`src/rtl/prog_loader_pkg.sv`:
```
// Shared CPU definitions: loader state encoding, program RAM size and opcode map.
// Imported by the program loader and its timeout helper.
package prog_loader_pkg;

   localparam int MAX_PROG_BYTES = 16;

   typedef enum logic [2:0] {
      ST_IDLE = 3'd0,
      ST_LEN  = 3'd1,
      ST_DATA = 3'd2,
      ST_CSUM = 3'd3,
      ST_DONE = 3'd4,
      ST_ERR  = 3'd5
   } ld_state_t;

   typedef enum logic [3:0] {
      OP_LDA = 4'b1000,
      OP_LDB = 4'b0100,
      OP_ADD = 4'b0010,
      OP_SUB = 4'b0001,
      OP_MUL = 4'b1100,
      OP_DIV = 4'b1010,
      OP_JMP = 4'b1001,
      OP_HLT = 4'b1111
   } opcode_t;

   // A length byte is usable only if the whole program fits in RAM.
   function automatic logic len_ok(input logic [7:0] n);
      return (n != 8'd0) && (n <= 8'(MAX_PROG_BYTES));
   endfunction

endpackage

```
`src/rtl/loader_timeout.sv`:
```
// Idle-cycle counter for the loader: counts enabled cycles since the last clear
// and flags expiry on the cycle that would reach TIMEOUT_CYCLES.
module loader_timeout #(
   parameter int TIMEOUT_CYCLES = 255
) (
   input  logic clk,
   input  logic reset,
   input  logic i_en,
   input  logic i_clr,
   output logic o_expire
);

   localparam int CW = (TIMEOUT_CYCLES < 2) ? 1 : $clog2(TIMEOUT_CYCLES);

   logic [CW-1:0] r_cnt;

   // Expiry is asserted during the TIMEOUT_CYCLES-th idle cycle itself.
   assign o_expire = i_en && (r_cnt == CW'(TIMEOUT_CYCLES - 1));

   always_ff @(posedge clk) begin
      if (reset || i_clr) begin
         r_cnt <= '0;
      end else if (i_en && !o_expire) begin
         r_cnt <= r_cnt + CW'(1);
      end
   end

endmodule

```
`src/rtl/prog_loader.sv`:
```
// Serial program loader: receives length, payload and checksum bytes and writes
// the payload into the 16x8 program RAM while holding the CPU in reset.
module prog_loader
   import prog_loader_pkg::*;
#(
   parameter int TIMEOUT_CYCLES = 255
) (
   input  logic       clk,
   input  logic       reset,
   input  logic       start,
   input  logic       in_valid,
   input  logic [7:0] in_data,
   output logic       in_ready,
   output logic       wr_en,
   output logic [3:0] wr_addr,
   output logic [7:0] wr_data,
   output logic       cpu_hold,
   output logic       done,
   output logic       err
);

   ld_state_t  r_state;
   logic       r_in_ready;
   logic       r_wr_en;
   logic [3:0] r_wr_addr;
   logic [7:0] r_wr_data;
   logic       r_cpu_hold;
   logic       r_done;
   logic       r_err;
   logic [4:0] r_remaining;
   logic [3:0] r_idx;
   logic [7:0] r_csum;

   logic w_busy;
   logic w_xfer;
   logic w_enter;
   logic w_expire;
   logic w_fail;

   assign w_busy  = (r_state == ST_LEN) || (r_state == ST_DATA) || (r_state == ST_CSUM);
   assign w_xfer  = in_valid && r_in_ready;
   assign w_enter = !w_busy && start;

   loader_timeout #(
      .TIMEOUT_CYCLES(TIMEOUT_CYCLES)
   ) u_timeout (
      .clk      (clk),
      .reset    (reset),
      .i_en     (w_busy),
      .i_clr    (w_xfer || w_enter),
      .o_expire (w_expire)
   );

   // A transfer always takes precedence over a coincident timeout expiry.
   always_comb begin
      w_fail = 1'b0;
      if (w_busy) begin
         if (w_xfer) begin
            case (r_state)
               ST_LEN:  w_fail = !len_ok(in_data);
               ST_CSUM: w_fail = (in_data != r_csum);
               default: w_fail = 1'b0;
            endcase
         end else begin
            w_fail = w_expire;
         end
      end
   end

   always_ff @(posedge clk) begin
      if (reset) begin
         r_state     <= ST_IDLE;
         r_in_ready  <= 1'b0;
         r_wr_en     <= 1'b0;
         r_wr_addr   <= '0;
         r_wr_data   <= '0;
         r_cpu_hold  <= 1'b1;
         r_done      <= 1'b0;
         r_err       <= 1'b0;
         r_remaining <= '0;
         r_idx       <= '0;
         r_csum      <= '0;
      end else begin
         r_wr_en <= 1'b0;
         if (w_fail) begin
            r_state    <= ST_ERR;
            r_in_ready <= 1'b0;
            r_err      <= 1'b1;
            r_done     <= 1'b0;
            r_cpu_hold <= 1'b1;
         end else begin
            case (r_state)
               ST_IDLE, ST_DONE, ST_ERR: begin
                  if (start) begin
                     r_state     <= ST_LEN;
                     r_in_ready  <= 1'b1;
                     r_done      <= 1'b0;
                     r_err       <= 1'b0;
                     r_cpu_hold  <= 1'b1;
                     r_remaining <= '0;
                     r_idx       <= '0;
                     r_csum      <= '0;
                  end
               end
               ST_LEN: begin
                  if (w_xfer) begin
                     r_state     <= ST_DATA;
                     r_remaining <= in_data[4:0];
                     r_idx       <= '0;
                  end
               end
               ST_DATA: begin
                  if (w_xfer) begin
                     r_wr_en     <= 1'b1;
                     r_wr_addr   <= r_idx;
                     r_wr_data   <= in_data;
                     r_idx       <= r_idx + 4'd1;
                     r_csum      <= r_csum + in_data;
                     r_remaining <= r_remaining - 5'd1;
                     if (r_remaining == 5'd1) begin
                        r_state <= ST_CSUM;
                     end
                  end
               end
               ST_CSUM: begin
                  if (w_xfer) begin
                     r_state    <= ST_DONE;
                     r_in_ready <= 1'b0;
                     r_done     <= 1'b1;
                     r_cpu_hold <= 1'b0;
                  end
               end
               default: begin
                  r_state    <= ST_IDLE;
                  r_in_ready <= 1'b0;
               end
            endcase
         end
      end
   end

   assign in_ready = r_in_ready;
   assign wr_en    = r_wr_en;
   assign wr_addr  = r_wr_addr;
   assign wr_data  = r_wr_data;
   assign cpu_hold = r_cpu_hold;
   assign done     = r_done;
   assign err      = r_err;

endmodule

```
`config.mk`:
```
export PLATFORM = sky130hd
export DESIGN_NAME = prog_loader
export DESIGN_NICKNAME = d
export VERILOG_FILES = /design/src/rtl/prog_loader_pkg.sv /design/src/rtl/loader_timeout.sv /design/src/rtl/prog_loader.sv
export SDC_FILE = /design/constraint.sdc
export NUM_CORES = 1
export LEC_CHECK = 0
export CORE_UTILIZATION = 50
export CTS_CLUSTER_SIZE = 30
export DETAILED_ROUTE_END_ITERATION = 6
export GPL_ROUTABILITY_DRIVEN = 0
export HOLD_SLACK_MARGIN = 0.06
export PLACE_DENSITY = 0.7
export SYNTH_ARGS = -nofsm -noshare
export SYNTH_HDL_FRONTEND = slang
export SYNTH_SLANG_ARGS = --single-unit
```
`constraint.sdc`:
```
create_clock -name clk -period 3.24 [get_ports clk]
set_clock_uncertainty 0.2 [all_clocks]
set_input_delay 0.324 -clock clk [delete_from_list [all_inputs] [get_ports clk]]
set_output_delay 0.324 -clock clk [all_outputs]
set_load 0.005 [all_outputs]
```
==> out/metrics.csv <==
stage,metric,value,unit
clocking,CTS hold repair buffers,0,
clocking,CTS tree,done,
worst_setup_path,Setup CP Type,in2reg,
finish,fin nets,335,
clocking,H-Tree Depth,2,
power_and_ir_drop,Clock power frac,33.3,%
power_and_ir_drop,Lkg Pwr,1.03,nW
sta,"Slew Viols, Final",0,
job,Max Cap Viol,0,
routing,Vias per Instance,5.90,
floorplan,Die X-Extent,71.6,um
routing,vias,2140,
worst_setup_path,Setup crit end kind,flop,
worst_setup_path,critical path data required time,3.24,ns
finish,Syn-to-layout area delta,17.0,%
worst_hold_path,end of the worst hold path,wr_data[5]$_SDFFE_PP0P_,
logic_synthesis,Yosys reg bits,45,
logic_synthesis,Ys Warns,0,
worst_setup_path,reg-to-reg endpoint,r_remaining[1]$_SDFFE_PP0P_,
placed_design,I/O Buffers,28,
floorplan,Core ar.,4500,um2
power_and_ir_drop,Seq pwr share,52.0,%
logic_synthesis,Netlist Area Pre-Place,2420,um2
grt,vias in the first global route,1938,
clocking,Longest Clk Path Bufs,2,
routing,number of iterations in the first detailed-routing pass,4,
worst_hold_path,Hold Path Stages,2,
sta,Tmin final,2.49,ns
clocking,clk slew on worst S/H paths,0.08,ns
logic_synthesis,post-synth top area share,37.2,%
clocking,clk sinks,45,
sta,Setup TNS Final,0,ns
routing,post-route ant nets,0,
power_and_ir_drop,Logic pwr share,14.7,%
logic_synthesis,ys async rst share,0,%
sta,worst setup margin,0.751,ns
worst_setup_path,worst r2r path cells,5,
run_status,status,completed,
floorplan,# rows,24,
worst_setup_path,startpoint type of the worst setup path,input port,
clocking,clk_lat worst skew,0.30,ns
power_and_ir_drop,pwr/cell area,397,nW/um2
finish,fill cell count,422,
clocking,setup bufs post-CTS,0,
grt,global-route wire length before repair,9070,um
logic_synthesis,syn avg cell area,8.56,um2
worst_setup_path,slowest CP cell,clkdlybuf4s50_1,
logic_synthesis,Synth Flop Type,dfxtp_1,
clocking,root buffer cell,clkbuf_8,
grt,largest net degree at the start of global routing,33,
clocking,Num CTS Buffers,5,
clocking,Resize count post-CTS,0,
placed_design,dpl hpwl,3930,um
power_and_ir_drop,Int Pwr,0.811,mW
logic_synthesis,Synth cell types,59,
finish,share of post-route cells with drive strength above 1,7.40,%
routing,Iteration-0 DRC Markers,206,
worst_setup_path,reg2reg start,r_state[1]$_SDFFE_PP0P_,
power_and_ir_drop,sw power,0.314,mW
worst_setup_path,CP arrival,2.49,ns
power_and_ir_drop,Sw Share,27.9,%
sta,Final Cycle Share,76.8,%
logic_synthesis,"top cells by area, synth","dfxtp_1, nand2_1, ha_1",
sta,Final Hold Vio Count,0,
sta,setup violators final,0,
routing,drt total wl,5570,um
logic_synthesis,Mapped Cells,283,
sta,fmax,0.402,GHz
sta,measured slew at the worst slew-check pin,0.772,ns
logic_synthesis,sequential area share after synthesis,37.2,%
sta,Rel. slew slack,48.5,%
logic_synthesis,number of synthesized flops with an enable pin,0,
finish,Inserted Diodes,0,
grt,initial antenna violation count,0,
worst_hold_path,worst hold start,wr_data[5]$_SDFFE_PP0P_,
placed_design,post-place setup slack,0.441,ns
power_and_ir_drop,maximum VDD drop,0.258,mV
grt,GRT Overall Usage,22.6,%
worst_setup_path,"slowest stage delay, CP",0.62,ns
floorplan,die area,5130,um2
sta,RSZ-0062 raised after global routing,false,
grt,gr ovfl total,0,
logic_synthesis,net count after synthesis,308,
worst_setup_path,crit-path max FO,6,
routing,drc violations,0,
floorplan,Die Y,71.6,um
floorplan,Starting Density,53.8,%
logic_synthesis,leading area contributor after synthesis,dfxtp_1,
routing,per-cell routed wire length,15.3,um
worst_hold_path,Hold WC Path Type,reg2reg,
floorplan,I/O pin total,29,
worst_setup_path,CP Cell Sequence,clkdlybuf4s50_1 > ha_1 > nor4_1 > a31oi_1 > a211oi_2 > nor2_2 > o31a_1,
worst_setup_path,internal reg-to-reg setup slack,1.01,ns
==> flip-flops by register name (all words and copies together), names as in the netlist <==
register / count
r_csum: 8
u_timeout.r_cnt: 8
wr_data: 8
r_remaining: 5
r_idx: 4
wr_addr: 4
r_state: 3
cpu_hold: 1
done: 1
err: 1
in_ready: 1
wr_en: 1
==> cell type report <==
class / count / area [um2] / share of cell area (%)
flip-flops and latches: 45 / 901 / 31.8
repair buffers: 31 / 303 / 10.7
clock inverters: 2 / 16.3 / 0.574
well taps: 52 / 65.1 / 2.30
multi-input cells: 219 / 1440 / 50.7
inverters: 8 / 30.0 / 1.06
clock buffers: 6 / 82.6 / 2.91
==> synthesized netlist by cell type, types with 5 or more instances <==
library cell and number:
a21oi_1 23, a22oi_1 8, buf_2 5, clkbuf_1 5
dfxtp_1 45, ha_1 12, inv_1 8, nand2_1 42
nand3_1 9, nor2_1 21, o211ai_1 6, o21ai_0 10
xor2_1 10
==> metal layers <==
metal	GRT usage [%]	wire (um)	up-vias
met2	35.4	2450	61
met5	0	0	-
li1	-	-	1085
met3	3.94	290	10
met4	7.84	92	0
met1	31.4	2730	984
==> power by group through the flow <==
stage          clock network [mW]  registers, mW  logic [mW]
2_1_floorplan                   0          0.589       0.117
6_report                    0.375          0.585       0.165
3_3_place_gp                    0          0.597       0.164
3_5_place_dp                    0          0.597       0.163
5_1_grt                     0.401          0.587       0.184
4_1_cts                     0.382          0.585       0.164
==> cells by family (layout without fill, tap and decap cells) <==
group,after synthesis,count (layout),synth area share [%]
muxes,1,1,0.413
DFF,45,45,37.2
adders and majority gates,13,13,7.02
buffers and inverters,19,47,3.51
xor gates and xnor gates,14,14,5.06
AOI/OAI and AO/OA,77,77,22.3
and+or+nand+nor,114,114,24.5
==> critical path: cells and delay by family <==
| family | cells | cell delay, ns |
|---|---|---|
| AO/OA/AOI/OAI | 3 | 0.82 |
| buffers and inverters | 1 | 0.62 |
| AND/OR/NAND/NOR | 2 | 0.42 |
| adder cells (fa/ha/maj) | 1 | 0.30 |
==> metrics by stage <==
step	power, mW	area (um2)	std cells	hold slack (ns)	utilization [%]
4_1_cts	1.13	2830	363	0.261	62.9
2_1_floorplan	0.706	2420	283	0.207	-
5_1_grt	1.17	2830	363	0.280	62.9
6_report	1.12	2830	363	0.260	62.9
3_5_place_dp	0.761	2740	355	0.248	60.7
3_3_place_gp	0.761	2740	355	0.243	60.7
==> cell usage in the layout, fill, tap and decap left out, types with 6 or more instances in the layout <==
cell / n
dfxtp_1: 45
nor2_1: 21
inv_1: 8
clkdlybuf4s50_1: 28
a21oi_1: 23
a22oi_1: 8
nand3_1: 9
o21ai_0: 10
nand2_1: 42
ha_1: 12
xor2_1: 10
o211ai_1: 6
clkbuf_8: 6
==> worst max path at each step <==
stage	start	endpoint	cells past startpoint
2_1_floorplan	in_data[4]	r_state[2]$_SDFFE_PP0P_	6
3_3_place_gp	in_data[4]	r_state[2]$_SDFFE_PP0P_	7
3_5_place_dp	in_data[1]	r_state[2]$_SDFFE_PP0P_	7
4_1_cts	in_data[1]	r_state[2]$_SDFFE_PP0P_	7
5_1_grt	in_data[4]	r_state[2]$_SDFFE_PP0P_	7
6_report	in_data[1]	r_state[2]$_SDFFE_PP0P_	7
No activity file was read; power rests on OpenSTA's default activity.
==> edit 1, RTL diff (same flow settings) <==
`TIMEOUT_CYCLES` is set to 255 in 2 places; all go to 510.
--- a/src/rtl/loader_timeout.sv
+++ b/src/rtl/loader_timeout.sv
@@ -1,7 +1,7 @@
 // Idle-cycle counter for the loader: counts enabled cycles since the last clear
 // and flags expiry on the cycle that would reach TIMEOUT_CYCLES.
 module loader_timeout #(
-   parameter int TIMEOUT_CYCLES = 255
+   parameter int TIMEOUT_CYCLES = 510
 ) (
    input  logic clk,
    input  logic reset,
--- a/src/rtl/prog_loader.sv
+++ b/src/rtl/prog_loader.sv
@@ -3,7 +3,7 @@
 module prog_loader
    import prog_loader_pkg::*;
 #(
-   parameter int TIMEOUT_CYCLES = 255
+   parameter int TIMEOUT_CYCLES = 510
 ) (
    input  logic       clk,
    input  logic       reset,
Function: no difference found for any inputs over 4 cycles, from zero or initial values and one cycle with reset high; that may be too few to reach the edited logic, so the function may still have changed.
==> edit 1 against the unedited design <==
Design area rose by 2.9%. Count of clock-buffer cells in the layout fell by 1. Fmax rose by 1.2%. Critical path depth rose by 1. Critical path type unchanged. Largest cell class unchanged. Area after synthesis rose by 0.88%. Power rose by 3.7%. Routed wire length fell by 4.4%. Setup slack improved by 0.030 ns. Sequential cell count rose by 1.
==> edit 1: results (changes against the unedited design) <==
Met2 Wirelength=2.250 mm (was 2.453 mm); first-pass GRT wire length=9.039 mm (was 9.066 mm); mux share of post-synthesis cell area=0% (was 0.4132%); Rel. slew slack=56.62% (was 48.54%); pin count of the biggest net entering global routing=24 (was 33); P_leak=1.055 nW (was 1.034 nW); pre-CTS WS=0.5343 ns (was 0.4410 ns); Main synth FF type=dfxtp_1 (unchanged); Layout Nets=342 (was 335); power share of the combinational group=12.4% (was 14.7%); Post-DP Area=2804 sq um (was 2735 sq um); later-pin clock latency in the skew report=0.30 ns (about the same); crit-path max cell delay=0.45 ns (was 0.62 ns); P_seq=0.589 mW (was 0.585 mW); Non-Filler Instances=385 (was 363); Synth Area in XOR/XNOR=5.735% (was 5.062%); Yosys cell types=51 (was 59); reg2reg path depth=7 (was 5); Total Routing Usage GR=22.11% (was 22.58%); clock transition at the registers of the reported paths=0.08 ns (about the same); vias in the first global route=1910 (was 1938); Arr. time, crit path=2.45 ns (was 2.49 ns); detailed placement HPWL=3.855 mm (was 3.931 mm); Compound-Gate Fraction of Synth Area=21.86% (was 22.26%); top cells by area, synth=dfxtp_1, nand2_1, a21oi_1, ha_1, nor2_1 (was dfxtp_1, nand2_1, ha_1, a21oi_1, xor2_1); Pint=0.8701 mW (was 0.8109 mW); wire per inst=13.82 um (was 15.33 um); Mapped Nets=311 (was 308); share of post-route cells with drive strength above 1=9.119% (was 7.395%); Avg Inst Size Synth=8.544 sq um (was 8.559 sq um); Worst path top cell family by delay=compound AO/OA/AOI/OAI gates (unchanged); Metal-1 WL=2.857 mm (was 2.729 mm); GR Layer Usage met3=4.722% (was 3.938%); initial antenna violation count=0 (unchanged); Sw Pwr=0.2958 mW (was 0.3136 mW); dpl cells=377 (was 355); DR WL met3=150 um (was 290 um); via count=2103 (was 2140); worst-path fanout max=5 (was 6); Synth top cells by count=nand2_1, dfxtp_1, a21oi_1 (was dfxtp_1, nand2_1, a21oi_1); Port Buf Inserts=28 (unchanged); status=finished, final reports clean (unchanged); First DRT Iteration DRCs=135 (was 206); met2 usage=32.60% (was 35.43%); post-synthesis adder-cell area fraction=6.964% (was 7.025%); met1 Track Usage GR=32.92% (was 31.39%); post-synthesis sequential area ratio=37.69% (was 37.19%); peak supply drop=0.2531 mV (was 0.2582 mV)
## edit 1: worst reg2reg max path, delay by kind of cell, from the launching register on
family / cells / cell delay (ns)
compound gates: 4 / 1.03
flops: 1 / 0.34
fa+ha+maj: 1 / 0.34
simple gates: 2 / 0.28
## edit 1: cell type report
| cell class | instances | area [sq um] |
|---|---|---|
| Inverter | 5 | 18.77 |
| Timing Repair Buffer | 36 | 340.3 |
| Clock buffer | 5 | 68.82 |
| Fill cell | 440 | 1807 |
| Tap cell | 67 | 83.83 |
| Sequential cell | 46 | 920.9 |
| Clock inverter | 3 | 43.79 |
| Multi-Input combinational cell | 223 | 1440 |
## edit 1: worst paths after layout
kind | from | end | slack [ns]
max | in_data[5] | r_csum[7] | 0.78
min | wr_data[0] | wr_data[0] | 0.26
max reg2reg | r_csum[5] | r_csum[7] | 0.96
min reg2reg | wr_data[0] | wr_data[0] | 0.26
==> edit 2, RTL diff (same settings) <==
Made on the original files. Put one more register stage on the output `err`. The value now appears one clock later. The other outputs are not delayed to match.
--- a/src/rtl/prog_loader.sv
+++ b/src/rtl/prog_loader.sv
@@ -145,7 +145,9 @@
    assign wr_data  = r_wr_data;
    assign cpu_hold = r_cpu_hold;
    assign done     = r_done;
-   assign err      = r_err;
+   always_ff @(posedge clk) begin
+      err <= r_err;
+   end
 
 endmodule
 
Behaviour: not the same (a bounded check fails within 4 cycles, from zero or initial values and one cycle with reset high).
==> edit 2 against the unedited design <==
Sequential cell count rose by 1. Global-route usage fell by 0.17 points. Area after synthesis rose by 0.83%. Design area rose by 1.9%. Routed wire length fell by 2.8%. Power rose by 5.9%. Critical endpoint unchanged. Setup slack got worse by 0.033 ns. Critical path type unchanged.
==> edit 2: results (changes against the unedited design) <==
Layout fillers=429 (was 422); vias in the first global route=2006 (was 1938); Arr. time, crit path=2.52 ns (was 2.49 ns); TritonRoute pass-1 iters=4 (unchanged); ys async rst share=0% (unchanged); First DRT Iteration DRCs=98 (was 206); diode count=0 (unchanged); Flop pwr share=50.2% (was 52.0%); reg-to-reg slack, setup=0.84 ns (was 1.01 ns); status=finished, final reports clean (unchanged); crit-path max cell delay=0.63 ns; P_leak=1.053 nW (was 1.034 nW); via count=2160 (was 2140); Rel. slew slack=47.91% (was 48.54%); post-synthesis sequential area ratio=37.70% (was 37.19%); # resized after CTS=0 (unchanged); peak supply drop=0.3105 mV (was 0.2582 mV); Mapped Nets=309 (was 308); pin count of the biggest net entering global routing=23 (was 33); worst-path fanout max=6 (unchanged); WL final=5.411 mm (was 5.566 mm); Total Routing Usage GR=22.41% (was 22.58%); detailed placement HPWL=3.827 mm (was 3.931 mm); top cells by area, synth=dfxtp_1, nand2_1, ha_1, a21oi_1, xor2_1 (unchanged); share of total power in the clock network=36.1% (was 33.3%); min-delay worst type=reg2reg (unchanged); share of post-route cells with drive strength above 1=7.372% (was 7.395%); crit path max-delay cell type=clkdlybuf4s50_1 (unchanged); Main synth FF type=dfxtp_1 (unchanged); DRC=0 (unchanged); clock transition at the registers of the reported paths=0.08 ns (about the same); pre-CTS WS=0.4314 ns (was 0.4410 ns); Worst path top cell family by delay=compound AO/OA/AOI/OAI gates (unchanged); Synth top cells by count=dfxtp_1, nand2_1, a21oi_1 (unchanged); first-pass GRT wire length=9.108 mm (was 9.066 mm); Pint=0.8790 mW (was 0.8109 mW); later-pin clock latency in the skew report=0.30 ns (about the same); Layout Nets=336 (was 335); Yosys cell types=59 (unchanged); Final period util=77.84% (was 76.83%); yosys warns=0 (unchanged)
==> edit 2: cell type report <==
class	instances	area (sq um)	share of cell area [%]
clock buffer	5	68.82	2.384
clock inverter	3	43.79	1.517
inverter	8	30.03	1.040
multi-input combinational	219	1436	49.76
sequential	46	920.9	31.90
tap	67	83.83	2.904
timing repair buffer	31	302.8	10.49
==> edit 2: metrics by stage <==
stage / cell area, sq um / hold slack (ns) / cells / utilization (%) / power, mW
after floorplan: 2442 / 0.1306 / 284 / - / 0.7192
after global placement: 2774 / 0.1397 / 371 / 58.73 / 0.7713
after detailed placement: 2774 / 0.1441 / 371 / 58.73 / 0.7722
after CTS: 2887 / 0.1593 / 379 / 61.11 / 1.207
after global routing: 2887 / 0.1715 / 379 / 61.11 / 1.249
final: 2887 / 0.1576 / 379 / 61.11 / 1.191
==> edit 2: kinds of logic after synthesis <==
family / after synthesis / synth area share (%)
muxes: 1 / 0.4099
AOI/OAI and AO/OA: 77 / 22.08
adders and majority gates: 13 / 6.967
xor gates and xnor gates: 14 / 5.020
and+or+nand+nor: 114 / 24.33
DFF: 46 / 37.70
buffers and inverters: 19 / 3.484
==> edit 2: path summary, 6_finish.rpt <==
check | from | to | cells past startpoint
setup reg to reg | r_state[1] | r_csum[0] | 5
setup / recovery | in_data[1] | r_state[2] | 7
hold / removal | r_err | err | 0
hold reg to reg | r_err | err | 0
==> edit 2: routing by layer <==
| metal | routed length (um) | track usage [%] |
|---|---|---|
| met5 | 0 | 0 |
| met4 | 104 | 8.497 |
| met3 | 160 | 4.167 |
| met2 | 2514 | 35.95 |
| met1 | 2633 | 30.12 |
